--- src/rtl/video_slot_arbiter_if.sv ---
// rtl/video_slot_arbiter_if.sv - fetcher/RAM-side signal bundle of the video slot arbiter
interface video_slot_arbiter_if #(
  parameter int AW = 23
);
  logic          clk_8_en;
  logic [1:0]    bus_cycle;
  logic          viking_en;
  logic          viking_only;
  logic          req0;
  logic [AW-1:0] addr0;
  logic          req1;
  logic [AW-1:0] addr1;
  logic [AW-1:0] ram_addr;
  logic          ram_read;
  logic [63:0]   ram_data;
  logic          ack0;
  logic          ack1;
  logic [63:0]   dout;
  logic          grant_owner;

  modport slave (
    input  clk_8_en, bus_cycle, viking_en, viking_only,
    input  req0, addr0, req1, addr1, ram_data,
    output ram_addr, ram_read, ack0, ack1, dout, grant_owner
  );

  modport master (
    output clk_8_en, bus_cycle, viking_en, viking_only,
    output req0, addr0, req1, addr1, ram_data,
    input  ram_addr, ram_read, ack0, ack1, dout, grant_owner
  );
endinterface

--- src/rtl/video_slot_arbiter.sv ---
// rtl/video_slot_arbiter.sv - shares the bus_cycle 3 video read slot between Viking and shifter fetchers
module video_slot_arbiter #(
  parameter int MAX_WAIT = 4,
  parameter int AW       = 23
) (
  input  logic                  clk,
  input  logic                  reset_n,
  video_slot_arbiter_if.slave   bus
);
  localparam int WW = $clog2(MAX_WAIT + 1);
  localparam logic [WW-1:0] W_MAX = WW'(MAX_WAIT);

  typedef enum logic [1:0] {S_IDLE, S_ARB, S_READ, S_RETURN} state_t;

  state_t        r_state;
  state_t        w_next;
  logic [WW-1:0] r_wait0;
  logic [WW-1:0] r_wait1;
  logic [WW-1:0] w_wait0_nxt;
  logic [WW-1:0] w_wait1_nxt;
  logic          r_owner;
  logic [AW-1:0] r_ram_addr;
  logic [63:0]   r_dout;
  logic          w_e0;
  logic          w_e1;
  logic          w_win;
  logic          w_sample;
  logic          w_capture;
  logic          w_read;
  logic          w_ack0;
  logic          w_ack1;

  assign w_e0     = bus.req0 & bus.viking_en;
  assign w_e1     = bus.req1 & ~bus.viking_only;
  assign w_sample = (r_state == S_ARB) & bus.clk_8_en & (bus.bus_cycle == 2'd2);

  // Viking wins ties unless the shifter has aged out; two aged requesters alternate.
  always_comb begin
    w_win = 1'b0;
    if (w_e1 && !w_e0) begin
      w_win = 1'b1;
    end else if (w_e0 && w_e1) begin
      if (r_wait0 == W_MAX && r_wait1 == W_MAX) w_win = ~r_owner;
      else if (r_wait1 == W_MAX)                 w_win = 1'b1;
    end
  end

  always_comb begin
    w_wait0_nxt = '0;
    w_wait1_nxt = '0;
    if (w_e0 && w_win)
      w_wait0_nxt = (r_wait0 == W_MAX) ? W_MAX : r_wait0 + WW'(1);
    if (w_e1 && !w_win)
      w_wait1_nxt = (r_wait1 == W_MAX) ? W_MAX : r_wait1 + WW'(1);
  end

  always_comb begin
    w_next    = r_state;
    w_read    = 1'b0;
    w_ack0    = 1'b0;
    w_ack1    = 1'b0;
    w_capture = 1'b0;
    case (r_state)
      S_IDLE: begin
        if (bus.clk_8_en && bus.bus_cycle == 2'd1) w_next = S_ARB;
      end
      S_ARB: begin
        if (bus.clk_8_en)
          w_next = (bus.bus_cycle == 2'd2 && (w_e0 || w_e1)) ? S_READ : S_IDLE;
      end
      S_READ: begin
        w_read = 1'b1;
        if (bus.clk_8_en) begin
          if (bus.bus_cycle == 2'd3) begin
            w_next    = S_RETURN;
            w_capture = 1'b1;
          end else begin
            w_next = S_IDLE;
          end
        end
      end
      S_RETURN: begin
        w_ack0 = ~r_owner;
        w_ack1 = r_owner;
        w_next = S_IDLE;
      end
      default: w_next = S_IDLE;
    endcase
  end

  always_ff @(posedge clk or negedge reset_n) begin
    if (!reset_n) begin
      r_state    <= S_IDLE;
      r_wait0    <= '0;
      r_wait1    <= '0;
      r_owner    <= 1'b0;
      r_ram_addr <= '0;
      r_dout     <= '0;
    end else begin
      r_state <= w_next;
      if (w_sample) begin
        r_wait0 <= w_wait0_nxt;
        r_wait1 <= w_wait1_nxt;
        if (w_e0 || w_e1) begin
          r_owner    <= w_win;
          r_ram_addr <= w_win ? bus.addr1 : bus.addr0;
        end
      end
      if (w_capture) r_dout <= bus.ram_data;
    end
  end

  assign bus.ram_read    = w_read;
  assign bus.ack0        = w_ack0;
  assign bus.ack1        = w_ack1;
  assign bus.ram_addr    = r_ram_addr;
  assign bus.dout        = r_dout;
  assign bus.grant_owner = r_owner;
endmodule
--- src/flat_wrapper.sv ---
// flat-port wrapper written by rule: the top's interface ports become plain ports
module video_slot_arbiter_flat 
#(
  parameter int MAX_WAIT = 4,
  parameter int AW       = 23
)
  (clk, reset_n, bus_clk_8_en, bus_bus_cycle, bus_viking_en, bus_viking_only, bus_req0, bus_addr0, bus_req1, bus_addr1, bus_ram_data, bus_ram_addr, bus_ram_read, bus_ack0, bus_ack1, bus_dout, bus_grant_owner);
  video_slot_arbiter_if #(.AW(AW)) bus_i ();
  input  logic clk;
  input  logic reset_n;
  input wire logic [$bits(bus_i.clk_8_en)-1:0] bus_clk_8_en;
  input wire logic [$bits(bus_i.bus_cycle)-1:0] bus_bus_cycle;
  input wire logic [$bits(bus_i.viking_en)-1:0] bus_viking_en;
  input wire logic [$bits(bus_i.viking_only)-1:0] bus_viking_only;
  input wire logic [$bits(bus_i.req0)-1:0] bus_req0;
  input wire logic [$bits(bus_i.addr0)-1:0] bus_addr0;
  input wire logic [$bits(bus_i.req1)-1:0] bus_req1;
  input wire logic [$bits(bus_i.addr1)-1:0] bus_addr1;
  input wire logic [$bits(bus_i.ram_data)-1:0] bus_ram_data;
  output wire logic [$bits(bus_i.ram_addr)-1:0] bus_ram_addr;
  output wire logic [$bits(bus_i.ram_read)-1:0] bus_ram_read;
  output wire logic [$bits(bus_i.ack0)-1:0] bus_ack0;
  output wire logic [$bits(bus_i.ack1)-1:0] bus_ack1;
  output wire logic [$bits(bus_i.dout)-1:0] bus_dout;
  output wire logic [$bits(bus_i.grant_owner)-1:0] bus_grant_owner;
  assign bus_i.clk_8_en = bus_clk_8_en;
  assign bus_i.bus_cycle = bus_bus_cycle;
  assign bus_i.viking_en = bus_viking_en;
  assign bus_i.viking_only = bus_viking_only;
  assign bus_i.req0 = bus_req0;
  assign bus_i.addr0 = bus_addr0;
  assign bus_i.req1 = bus_req1;
  assign bus_i.addr1 = bus_addr1;
  assign bus_i.ram_data = bus_ram_data;
  assign bus_ram_addr = bus_i.ram_addr;
  assign bus_ram_read = bus_i.ram_read;
  assign bus_ack0 = bus_i.ack0;
  assign bus_ack1 = bus_i.ack1;
  assign bus_dout = bus_i.dout;
  assign bus_grant_owner = bus_i.grant_owner;
  video_slot_arbiter #(.MAX_WAIT(MAX_WAIT), .AW(AW)) u_core (.clk(clk), .reset_n(reset_n), .bus(bus_i));
endmodule
--- config.mk ---
export PLATFORM = sky130hd
export DESIGN_NAME = video_slot_arbiter_flat
export DESIGN_NICKNAME = d
export VERILOG_FILES = /design/src/rtl/video_slot_arbiter_if.sv /design/src/rtl/video_slot_arbiter.sv /design/src/flat_wrapper.sv
export SDC_FILE = /design/constraint.sdc
export NUM_CORES = 1
export LEC_CHECK = 0
export CELL_PAD_IN_SITES_DETAIL_PLACEMENT = 1
export CELL_PAD_IN_SITES_GLOBAL_PLACEMENT = 1
export CORE_MARGIN = 2
export CORE_UTILIZATION = 33
export CTS_BUF_LIST = sky130_fd_sc_hd__clkbuf_8
export CTS_CLUSTER_SIZE = 12
export DETAILED_ROUTE_END_ITERATION = 12
export PLACE_DENSITY = 0.87
export SLEW_MARGIN = 10
export SYNTH_ARGS = -nofsm -noshare
export SYNTH_HDL_FRONTEND = slang
export SYNTH_SLANG_ARGS = --single-unit
--- constraint.sdc ---
create_clock -name clk -period 3.7 [get_ports clk]
set_input_delay 0.925 -clock clk [delete_from_list [all_inputs] [get_ports clk]]
set_output_delay 0.925 -clock clk [all_outputs]
set_load 0.03 [all_outputs]
# After elaboration in Yosys (flattened, before gate mapping)
# Index checks and enable logic that the tools add are counted.
[classes] addsub=2 n_eq_ne=11 mux=21 bitwise=6 n_reduce_logical=13
[op_table] op="$mux 23" count=1
[op_table] op="$mux 3" count=4
[op_table] op="$mux 1" count=10
[op_table] op="$mux 2" count=5
[op_table] op="$eq 2x2->1 const B" count=4
[op_table] op="$pmux 2 s4" count=1
[op_table] op="$logic_and 1x1->1" count=7
[op_table] op="$add 3x1->3 const B" count=2
[op_table] op="$eq 3x3->1 const B" count=2
[op_table] op="$and 1x1->1" count=4
[op_table] op="$eq 2x1->1 const B" count=2
[op_table] op="$ne 2x2->1 const B" count=2
[op_table] op="$reduce_and 3->1" count=1
[op_table] op="$logic_not 1->1" count=2
[op_table] op="$logic_not 2->1" count=1
[op_table] op="$ne 2x1->1 const B" count=1
[op_table] op="$not 1->1" count=2
[op_table] op="$reduce_and 2->1" count=1
[op_table] op="$logic_or 1x1->1" count=1
[totals] register_bits=96 in_bits=119 out_inout_bits=91 word_cells=59

# Logic depth before layout (Yosys ltp)
# Gate-level depths: netlist (run 1).
[logic_depth] word_depth=8 depth_mapped=7 depth_no_buf=6

# Worst setup path before layout (run 1)
# Ideal clock, no wire load.
[synth_timing] path_kind="in2reg" start="input port bus_bus_cycle[0]" end="register u_core.r_owner, in the netlist u_core.bus.grant_owner" setup_time_ns=0.125 arrival_ns=1.902 required_ns=3.575 setup_slack_ns=1.673 path_stages=4 path_buffers=1 path_cell_list="nand4bb_2 > a211oi_2 > buf_4 > mux2_2"
[synth_between] elab_chain_cells=3
[synth_rtl] item="from (decl)" line="flat_wrapper.sv:12" rtl="input wire logic [$bits(bus_i.bus_cycle)-1:0] bus_bus_cycle;"
[synth_rtl] item="$eq 2x2->1" line="video_slot_arbiter.sv:35" rtl="assign w_sample = (r_state == S_ARB) & bus.clk_8_en & (bus.bus_cycle == 2'd2);"
[synth_rtl] item="$and 1x1->1" line="video_slot_arbiter.sv:35"
[synth_rtl] item="$reduce_and 2->1 (no line)"
[synth_rtl] item="to (signal assigned)" line="video_slot_arbiter.sv:105" rtl="r_owner <= w_win;"
[synth_rtl] item="to (decl)" line="video_slot_arbiter.sv:21" rtl="logic r_owner;"
# Every way passes these cells.
# A chain may end at the register's enable or synchronous reset.

# Worst setup path after layout (run 1)
[layout_timing] start="register u_core.r_state[0]" end="output port bus_ram_read"
[layout_between] elab_chain_cells=2
[layout_rtl] item="from (decl)" line="video_slot_arbiter.sv:15" rtl="state_t r_state;"
[layout_rtl] item="from (signal assigned)" line="video_slot_arbiter.sv:100" rtl="r_state <= w_next;"
[layout_rtl] item="$eq 2x2->1" line="video_slot_arbiter.sv:63" rtl="case (r_state)"
[layout_rtl] item="$mux 1" line="video_slot_arbiter.sv:63"
[layout_rtl] item="to (decl)" line="flat_wrapper.sv:21" rtl="output wire logic [$bits(bus_i.ram_read)-1:0] bus_ram_read;"
# Every way passes these cells.

==> results of run 1 <==
==> layer usage <==
layer / global-route usage, % / part of all wire, % / vias up
met2: 33.53 / 51 / 151
met4: 7.309 / 2.1 / 0
met3: 6.431 / 9.0 / 21
met1: 21.21 / 38 / 1591
met5: 0 / 0 / -
li1: - / - / 1547
==> state kept, by name (all words and copies together), names as in the netlist <==
name and cells:
u_core.bus.dout 64, u_core.bus.ram_addr 23, u_core.r_wait0 3, u_core.r_wait1 3, u_core.r_state 2, u_core.bus.grant_owner 1
==> final cells by class <==
| cell class | instances | share of cell area (%) |
|---|---|---|
| Timing Repair Buffer | 215 | 33.39 |
| Clock inverter | 7 | 1.116 |
| Tap cell | 147 | 2.827 |
| Clock buffer | 9 | 1.904 |
| Inverter | 6 | 0.3462 |
| Multi-Input combinational cell | 207 | 23.49 |
| Sequential cell | 96 | 36.93 |
==> cells in the final DEF (no fill, tap or decap), types with 2 or more instances in the layout <==
cell / n
buf_12: 3
o22ai_1: 3
nor2b_1: 3
clkdlybuf4s50_1: 208
buf_4: 4
dfrtp_1: 96
nor2_1: 25
ha_1: 4
clkinv_4: 2
a21oi_1: 5
mux2_4: 10
mux2_2: 55
o21ai_0: 5
nand2b_1: 2
nand2_1: 53
nand3_1: 4
inv_1: 7
a31oi_1: 23
clkbuf_8: 9
==> worst register-to-register path, stage by stage, from the launching register on <==
cell,delay (ns)
dfrtp_1,0.45
and2b_2,0.30
nand4_4,0.56
buf_12,0.43
mux2_4,0.32
==> power by group through the flow <==
stage | sequential [W] | clock, W | combinational [W]
finish | 0.00137 | 0.000693 | 0.00125
global route | 0.00140 | 0.000764 | 0.00132
CTS | 0.00137 | 0.000720 | 0.00126
detailed placement | 0.00140 | 0 | 0.00125
global placement | 0.00138 | 0 | 0.00122
floorplan | 0.00176 | 0 | 0.000244
==> metrics by stage <==
step	total power, W	cells	worst slack, ns	hold WS [ns]
after floorplan	0.002004	324	1.673	0.4652
after global placement	0.002597	671	0.7289	0.4862
after detailed placement	0.002651	671	0.6582	0.4927
after CTS	0.003354	687	0.9357	0.5149
after global routing	0.003486	687	0.8896	0.5236
final	0.003309	687	0.9738	0.5104
==> path summary, 6_finish.rpt <==
path                            slack [ns]  cells past startpoint                                  end                       startpoint
max in group asynchronous             2.47                      2  u_core.bus.ram_addr[15]$_DFFE_PN0P_                          reset_n
worst max-delay path                  0.97                      2                         bus_ram_read    u_core.r_state[0]$_DFFE_PN0P_
worst min register to register        0.51                      1      u_core.bus.dout[38]$_DFFE_PN0P_  u_core.bus.dout[38]$_DFFE_PN0P_
worst max register to register        1.52                      4       u_core.bus.dout[7]$_DFFE_PN0P_    u_core.r_state[0]$_DFFE_PN0P_
worst min-delay path                  0.51                      1      u_core.bus.dout[38]$_DFFE_PN0P_  u_core.bus.dout[38]$_DFFE_PN0P_
min in group asynchronous             0.54                      1        u_core.r_wait0[1]$_DFFE_PN0N_                          reset_n
==> logic make-up (layout without fill, tap and decap cells) <==
| kind of cell | Yosys count | after routing | share of synthesized area, % |
|---|---|---|---|
| flip-flops | 96 | 96 | 59.11 |
| multiplexers | 65 | 65 | 18.93 |
| adder cells (fa/ha/maj) | 4 | 4 | 1.232 |
| buffers and inverters | 21 | 237 | 3.479 |
| AO/OA/AOI/OAI | 41 | 41 | 6.342 |
| XOR/XNOR | 1 | 1 | 0.2156 |
| AND/OR/NAND/NOR | 96 | 96 | 10.68 |
==> impl_metrics.json, run 1 <==
{
  "outcome": "completed",
  "fillers": 1255,
  "design.die.area_mm2": 0.01322,
  "combinational_share_of_power_pct": 37.7,
  "number_of_warnings_printed_during_yosys_synthesis": 0,
  "fin_setup_tns_ns": 0,
  "rsz0062_at_grt": "false",
  "final_hold_violation_count": 0,
  "timing.critical_path.buf_inv": 1,
  "drc": 0,
  "gp_congestion": 0.7905,
  "dr.pass1.iters": 4,
  "clk_pin_slew_ns": 0.09,
  "fraction_of_final_layout_cells_sized_beyond_drive_strength_1_pct": 17.22,
  "synthDistinctLibCells": 33,
  "hold_path.class": "reg2reg",
  "timing_max_transition_violations_final": 0,
  "vias_per_cell": 4.818,
  "finClkSkew_ns": 0.008290,
  "netlist.top_cell.by_area": "dfrtp_1",
  "synth_area_mm2": 0.004064,
  "startpoint_type": "flop",
  "numClockSinks": 96,
  "top_level_ports": 210,
  "synth_common_cells": "dfrtp_1 (96), mux2_2 (55), nand2_1 (53)",
  "seq_power_share_pct": 41.4,
  "number_of_flops_mapped_to_enable_cells_by_yosys": 0,
  "final.min_clock_period_ns": 2.726,
  "nets": 658,
  "synthCells": 324,
  "vias": 3310,
  "power.net_switching_w": 0.001157,
  "maximum_number_of_pins_on_one_net_before_global_route_repair": 54,
  "max_freq_ghz": 0.3668,
  "max_slew_margin_pct": 53.11,
  "crit_path_max_fanout": 6,
  "detailed_place_hpwl_um": 9632,
  "cts_root_buffer": "clkbuf_8",
  "cpMaxStageDelayCell": "clkdlybuf4s50_1",
  "sequential_cell_area_mm2": 0.002402,
  "area.growth.synth_to_final_pct": 60.07,
  "yosysMostFrequentCell": "dfrtp_1",
  "multi_input_area_mm2": 0.001528,
  "pwr-share-clk_pct": 20.9,
  "finish.utilization_pct": 54.16,
  "synth_top_area_share_pct": 59.11,
  "final.period_utilization_pct": 73.68,
  "cts_buffer_depth": 2,
  "crit_path_cell_trace": "and2b_2, clkdlybuf4s50_1",
  "floorplan.initialDensity_pct": 33.83,
  "drt-initial-drc-count": 110,
  "finalSetupViolCount": 0,
  "clk-insertion-delay-late_ns": 0.36,
  "tritoncts": "yes",
  "route.antenna.remaining_nets": 0,
  "core_box_area_mm2": 0.01201,
  "cts_resized": 0,
  "cap_violations": 0,
  "die_h_um": 115.0,
  "power.density_mw_per_mm2": 508.7,
  "worst-endpoint-required_ns": 2.77,
  "cts_inserted_buffers": 9,
  "path_delay_family": "buffers and inverters",
  "antenna_cells": 0,
  "routed_wl_um": 12290,
  "synth.ff_latch_count": 96,
  "post_cts_buffers": 0,
  "cts.hold.buffers_added": 0,
  "antenna_found_initial": 0,
  "internal_power_w": 0.002153,
  "timing.critical_path.slowest_cell_delay_ns": 0.68,
  "max_slew.worst_pin.slew_ns": 0.7020,
  "synth_ff_type": "dfrtp_1",
  "die_w_um": 115.0,
  "crit_type": "reg2out",
  "power.share.switching_pct": 34.95,
  "post_synth.cell_area_avg_um2": 12.54,
  "cts.htree.levels": 3,
  "grt_first_pass_wirelength_um": 19130,
  "total_routing_resource_utilization_after_global_routing_pct": 19.01,
  "first_global_vias": 3563,
  "placement_rows": 40,
  "detailed_place.area_mm2": 0.006309,
  "synth_nets": 447,
  "routedWlPerCell_um": 17.89,
  "overflow": 0,
  "final_design_area_no_fill_mm2": 0.006505,
  "port-buffer-count": 209,
  "vdd_drop_max_v": 0.0002848,
  "critical_path_endpoint_category": "primary output",
  "post_synth_main_area_contributors": "dfrtp_1 (59%), mux2_2 (15%), nand2_1 (4.9%)",
  "async_reset_ff_share_pct": 100.0,
  "synth_seq_area_share_pct": 59.11,
  "power.static_leakage_nw": 2.917,
  "critPathArrivalTime_ns": 1.80
}
Note: power is estimated with default switching activity, not from simulation.
==> inputs of run 2 (changes only) <==
CORE_UTILIZATION = 28   (was 33)
PLACE_DENSITY = 0.79   (was 0.87)
clock period = 2.4 ns   (was 3.7 ns; I/O delays follow)
==> run 2 against run 1 <==
First-iteration DRC count rose by 16%. Hold slack got worse by 0.31 ns. Worst setup slack got worse by 0.84 ns. Sequential power rose by 55%. Count of clock-buffer cells in the layout did not move. Power rose by 54%. Sequential share of layout area fell by 0.50 points. Non-clock buffer count rose by 3. Critical path type unchanged. Highest routed layer unchanged.
==> impl_metrics.json, run 2 (same netlist as run 1, synthesis figures left out) <==
{
  "outcome": "completed",
  "route.antenna.remaining_nets": 0,
  "vdd_drop_max_v": 0.0003171,
  "maximum_number_of_pins_on_one_net_before_global_route_repair": 47,
  "finClkSkew_ns": 0.01874,
  "final_cell_mix": "clkdlybuf4s50_1 (206), dfrtp_1 (96), mux2_2 (55)",
  "max_freq_ghz": 0.4409,
  "power.density_mw_per_mm2": 771.7,
  "port-buffer-count": 209,
  "clk_pin_slew_ns": 0.10,
  "grt.met1_usage_pct": 18.94,
  "worst-endpoint-required_ns": 1.80,
  "rsz0062_at_grt": "false",
  "vias_per_cell": 4.552,
  "drt-initial-drc-count": 128,
  "max_slew_margin_pct": 66.15,
  "drc": 0,
  "cts_root_buffer": "clkbuf_8",
  "grt_first_pass_wirelength_um": 19640,
  "crit_type": "reg2out",
  "final.min_clock_period_ns": 2.268,
  "cts_buffer_depth": 2,
  "first_global_vias": 3682,
  "gp_congestion": 0.7874,
  "startpoint_type": "flop",
  "floorplan.initialDensity_pct": 28.28,
  "cts.htree.levels": 3,
  "top_level_ports": 210,
  "total_routing_resource_utilization_after_global_routing_pct": 15.68,
  "final.period_utilization_pct": 94.50,
  "gr-usage-met3_pct": 4.424,
  "cap_violations": 0,
  "crit_path_max_fanout": 6,
  "top_usage_layer": "met2",
  "numClockSinks": 96,
  "tritoncts": "yes",
  "critical_path_endpoint_category": "primary output",
  "timing_max_transition_violations_final": 0,
  "detailed_place.area_mm2": 0.006402,
  "post_cts_buffers": 0,
  "design.die.area_mm2": 0.01549,
  "power.static_leakage_nw": 2.957,
  "flip_flop_count_of_the_largest_register_after_layout": 64,
  "final_hold_violation_count": 0,
  "clk-insertion-delay-late_ns": 0.36,
  "met2_usage_pct": 27.13,
  "antenna_found_initial": 0,
  "routedWlPerCell_um": 16.48,
  "finish.utilization_pct": 45.90,
  "vias": 3305,
  "max_slew.worst_pin.slew_ns": 0.5077,
  "fraction_of_final_layout_cells_sized_beyond_drive_strength_1_pct": 17.71,
  "placement_rows": 44,
  "finalSetupViolCount": 0,
  "dr.pass1.iters": 4,
  "antenna_cells": 0,
  "fillers": 1535,
  "hold_path.class": "in2async",
  "final_design_area_no_fill_mm2": 0.006595,
  "routed_wl_um": 11970,
  "mostFrequentLayoutCell": "clkdlybuf4s50_1",
  "fin_setup_tns_ns": 0,
  "core_box_area_mm2": 0.01437,
  "cts_inserted_buffers": 9,
  "critPathArrivalTime_ns": 1.67,
  "die_w_um": 124.5,
  "overflow": 0,
  "detailed_place_hpwl_um": 9442,
  "nets": 661,
  "area.growth.synth_to_final_pct": 62.28,
  "die_h_um": 124.5
}
-- run 2: per-stage QoR --
stage	cells	setup WS (ns)	total power [W]	hold slack (ns)
detailed placement	711	0.02988	0.004091	0.4961
CTS	726	0.04791	0.005169	0.2103
finish	726	0.1321	0.005090	0.2023
floorplan	324	0.6984	0.003089	0.3044
global route	726	0.02338	0.005367	0.2168
global placement	711	0.1398	0.004021	0.4861
-- run 2: report_power, final --
| group | total [W] | switching, W | internal [W] |
|---|---|---|---|
| Combinational | 0.00191 | 0.00100 | 0.000905 |
| Sequential | 0.00213 | 0.000194 | 0.00193 |
| Clock | 0.00106 | 0.000573 | 0.000482 |
| Total | 0.00509 | 0.00177 | 0.00332 |
-- run 2: cell type report --
type	instances	area [µm²]	area share [%]
timing repair buffer	218	2221	33.67
tap	184	230.2	3.491
clock buffer	9	123.9	1.878
multi-input combinational	207	1528	23.16
clock inverter	6	67.56	1.024
sequential	96	2402	36.43
inverter	6	22.52	0.3415
-- run 2: repair_timing --
item / CTS / global route
gates resized for setup: 1 / 1
pin swaps: 0 / 0
hold buffers: 0 / 0
endpoints found under the setup margin: 1 / 1
-- run 2: critical path, cell delays in order, from the launching register on --
cell and delay [ns]:
dfrtp_1 0.45, nand2_1 0.08, nor2_1 0.09, clkdlybuf4s50_1 0.69
-- run 2: layer usage --
metal	wire length, µm	part of all wire, %
met2	6091	51
met1	4935	41
met4	180	1.5
met3	758	6.3
met5	0	0
-- run 2: worst paths after layout --
| kind | from | end | slack, ns | cells past startpoint |
|---|---|---|---|---|
| max | u_core.r_state[0]$_DFFE_PN0P_ | bus_ack0 | 0.13 | 3 |
| min | reset_n | u_core.bus.dout[38]$_DFFE_PN0P_ | 0.20 | 1 |
| max reg2reg | u_core.r_wait1[0]$_DFFE_PN0N_ | u_core.bus.ram_addr[1]$_DFFE_PN0P_ | 0.64 | 7 |
| min reg2reg | u_core.bus.dout[61]$_DFFE_PN0P_ | u_core.bus.dout[61]$_DFFE_PN0P_ | 0.51 | 1 |
| max in group asynchronous | reset_n | u_core.bus.dout[27]$_DFFE_PN0P_ | 1.55 | 2 |
| min in group clk | u_core.bus.dout[61]$_DFFE_PN0P_ | u_core.bus.dout[61]$_DFFE_PN0P_ | 0.51 | 1 |
==> inputs of run 3 (changes only) <==
CAP_MARGIN = 10   (was unset)
MAX_ROUTING_LAYER = met4   (was unset)
==> run 3 against run 2 <==
Register-to-register slack about the same. Count of clock-buffer cells in the layout unchanged. First-iteration DRC count down 7.0%. Clock power about the same. Sequential power about the same. Worst setup slack better by 0.0039 ns. Hold slack better by 0.0013 ns. Combinational power about the same. Critical endpoint unchanged. Largest power group unchanged. Highest routed layer unchanged.
==> impl_metrics.json, run 3 (same netlist as run 1, synthesis figures left out) <==
{
  "top_level_ports": 210,
  "vias": 3316,
  "crit_type": "reg2out",
  "drc": 0,
  "cts_root_buffer": "clkbuf_8",
  "r2r_end": "u_core.bus.ram_addr[1]$_DFFE_PN0P_",
  "numClockSinks": 96,
  "outcome": "completed",
  "rsz0062_at_grt": "false",
  "maximum_number_of_pins_on_one_net_before_global_route_repair": 47,
  "max_slew.worst_pin.slew_ns": 0.5077,
  "floorplan.initialDensity_pct": 28.28,
  "total_routing_resource_utilization_after_global_routing_pct": 16.11,
  "path_delay_family": "buffers and inverters",
  "clk_pin_slew_ns": 0.10,
  "cap_violations": 0,
  "die_h_um": 124.5,
  "first_global_vias": 3677,
  "drt-initial-drc-count": 119,
  "startpoint_type": "flop",
  "port-buffer-count": 209,
  "finalSetupViolCount": 0,
  "design_power_total_w": 0.005088,
  "timing.critical_path.slowest_cell_delay_ns": 0.68,
  "critical_path_endpoint_category": "primary output",
  "overflow": 0,
  "mostFrequentLayoutCell": "clkdlybuf4s50_1",
  "antenna_found_initial": 0,
  "multi_input_area_mm2": 0.001528,
  "fillers": 1535,
  "max_slew_margin_pct": 66.15,
  "dr.pass1.iters": 4,
  "final.min_clock_period_ns": 2.264,
  "routed_wl_um": 12000,
  "power.static_leakage_nw": 2.957,
  "gp_congestion": 0.7984,
  "die_w_um": 124.5,
  "max_freq_ghz": 0.4417,
  "core_box_area_mm2": 0.01437,
  "cts_buffer_depth": 2,
  "fin_setup_tns_ns": 0,
  "vdd_drop_max_v": 0.0003188,
  "crit_path_cell_trace": "nand2_1, nor2_1, clkdlybuf4s50_1",
  "nets": 661,
  "antenna_cells": 0,
  "route.antenna.remaining_nets": 0,
  "finClkSkew_ns": 0.01585,
  "setup.reg_to_reg.worst_slack_ns": 0.63,
  "cpMaxStageDelayCell": "clkdlybuf4s50_1",
  "crit_path_max_fanout": 6,
  "detailed_place_hpwl_um": 9442,
  "cts_inserted_buffers": 9,
  "hold_path.class": "in2async",
  "flip_flop_count_of_the_largest_register_after_layout": 64,
  "grt_first_pass_wirelength_um": 19600,
  "critPathArrivalTime_ns": 1.66,
  "vias_per_cell": 4.567,
  "rr_startpoint": "u_core.r_wait1[0]$_DFFE_PN0N_",
  "timing_max_transition_violations_final": 0,
  "placement_rows": 44,
  "post_cts_buffers": 0,
  "routedWlPerCell_um": 16.52,
  "sequential_cell_area_mm2": 0.002402,
  "cts.htree.levels": 3,
  "area.growth.synth_to_final_pct": 62.28,
  "final_hold_violation_count": 0,
  "final_cell_mix": "clkdlybuf4s50_1 (206), dfrtp_1 (96), mux2_2 (55)",
  "clk-insertion-delay-late_ns": 0.36,
  "power.density_mw_per_mm2": 771.5,
  "design.die.area_mm2": 0.01549,
  "worst-endpoint-required_ns": 1.80,
  "timing.critical_path.buf_inv": 1,
  "final.period_utilization_pct": 94.33,
  "timing.reg2reg.worst_path_depth": 7,
  "fraction_of_final_layout_cells_sized_beyond_drive_strength_1_pct": 17.71,
  "tritoncts": "yes"
}
run 3: cell counts in the layout (fill, tap and decap cells not counted):
Identical to the previous run, type by type.
run 3: power breakdown:
part / total (W) / switching [W] / internal [W]
combinational: 0.00191 / 0.00100 / 0.000905
clock: 0.00105 / 0.000569 / 0.000482
sequential: 0.00213 / 0.000195 / 0.00193
total: 0.00509 / 0.00177 / 0.00332
run 3: through the flow:
| step | utilization (%) | worst slack (ns) | hold WS (ns) | cells | cell area (µm²) |
|---|---|---|---|---|---|
| floorplan | - | 0.6984 | 0.3044 | 324 | 4064 |
| global placement | 44.56 | 0.1398 | 0.4861 | 711 | 6402 |
| detailed placement | 44.56 | 0.02988 | 0.4961 | 711 | 6402 |
| CTS | 45.88 | 0.04791 | 0.2103 | 726 | 6593 |
| global route | 45.90 | 0.02596 | 0.2185 | 726 | 6595 |
| finish | 45.90 | 0.1360 | 0.2035 | 726 | 6595 |
run 3: routing by layer:
layer  GRT usage [%]  part of all wire [%]
met5               -                     0
met4           4.825                   1.5
met3           3.522                   5.7
met2           27.19                    51
met1           19.38                    42
run 3: cell type report:
type	count	share of cell area [%]
Sequential cell	96	36.43
Timing Repair Buffer	218	33.67
Multi-Input combinational cell	207	23.16
Tap cell	184	3.491
Clock buffer	9	1.878
Clock inverter	6	1.024
Inverter	6	0.3415
run 3: worst reg2reg max path, stage by stage (launching register included):
cell	delay, ns
dfrtp_1	0.42
inv_1	0.06
ha_1	0.24
and4b_1	0.23
a22oi_1	0.26
buf_12	0.21
nand2_1	0.08
a31oi_1	0.18
run 3: worst max path at each step:
stage | slack [ns] | start | cells past startpoint | endpoint
after floorplan | 0.70 | bus_bus_cycle[0] | 4 | u_core.bus.grant_owner$_DFFE_PN0P_
after global placement | 0.14 | bus_clk_8_en | 6 | u_core.bus.ram_addr[7]$_DFFE_PN0P_
after detailed placement | 0.03 | bus_clk_8_en | 6 | u_core.bus.ram_addr[1]$_DFFE_PN0P_
after CTS | 0.05 | u_core.bus.grant_owner$_DFFE_PN0P_ | 2 | bus_ack1
after global routing | 0.03 | u_core.r_state[0]$_DFFE_PN0P_ | 3 | bus_ack0
final | 0.14 | u_core.r_state[0]$_DFFE_PN0P_ | 3 | bus_ack0
run 3: repair_timing:
| item | in CTS | in global routing |
|---|---|---|
| hold buffers | 0 | 0 |
| endpoints found under the setup margin | 1 | 1 |
| gates resized for setup | 1 | 1 |
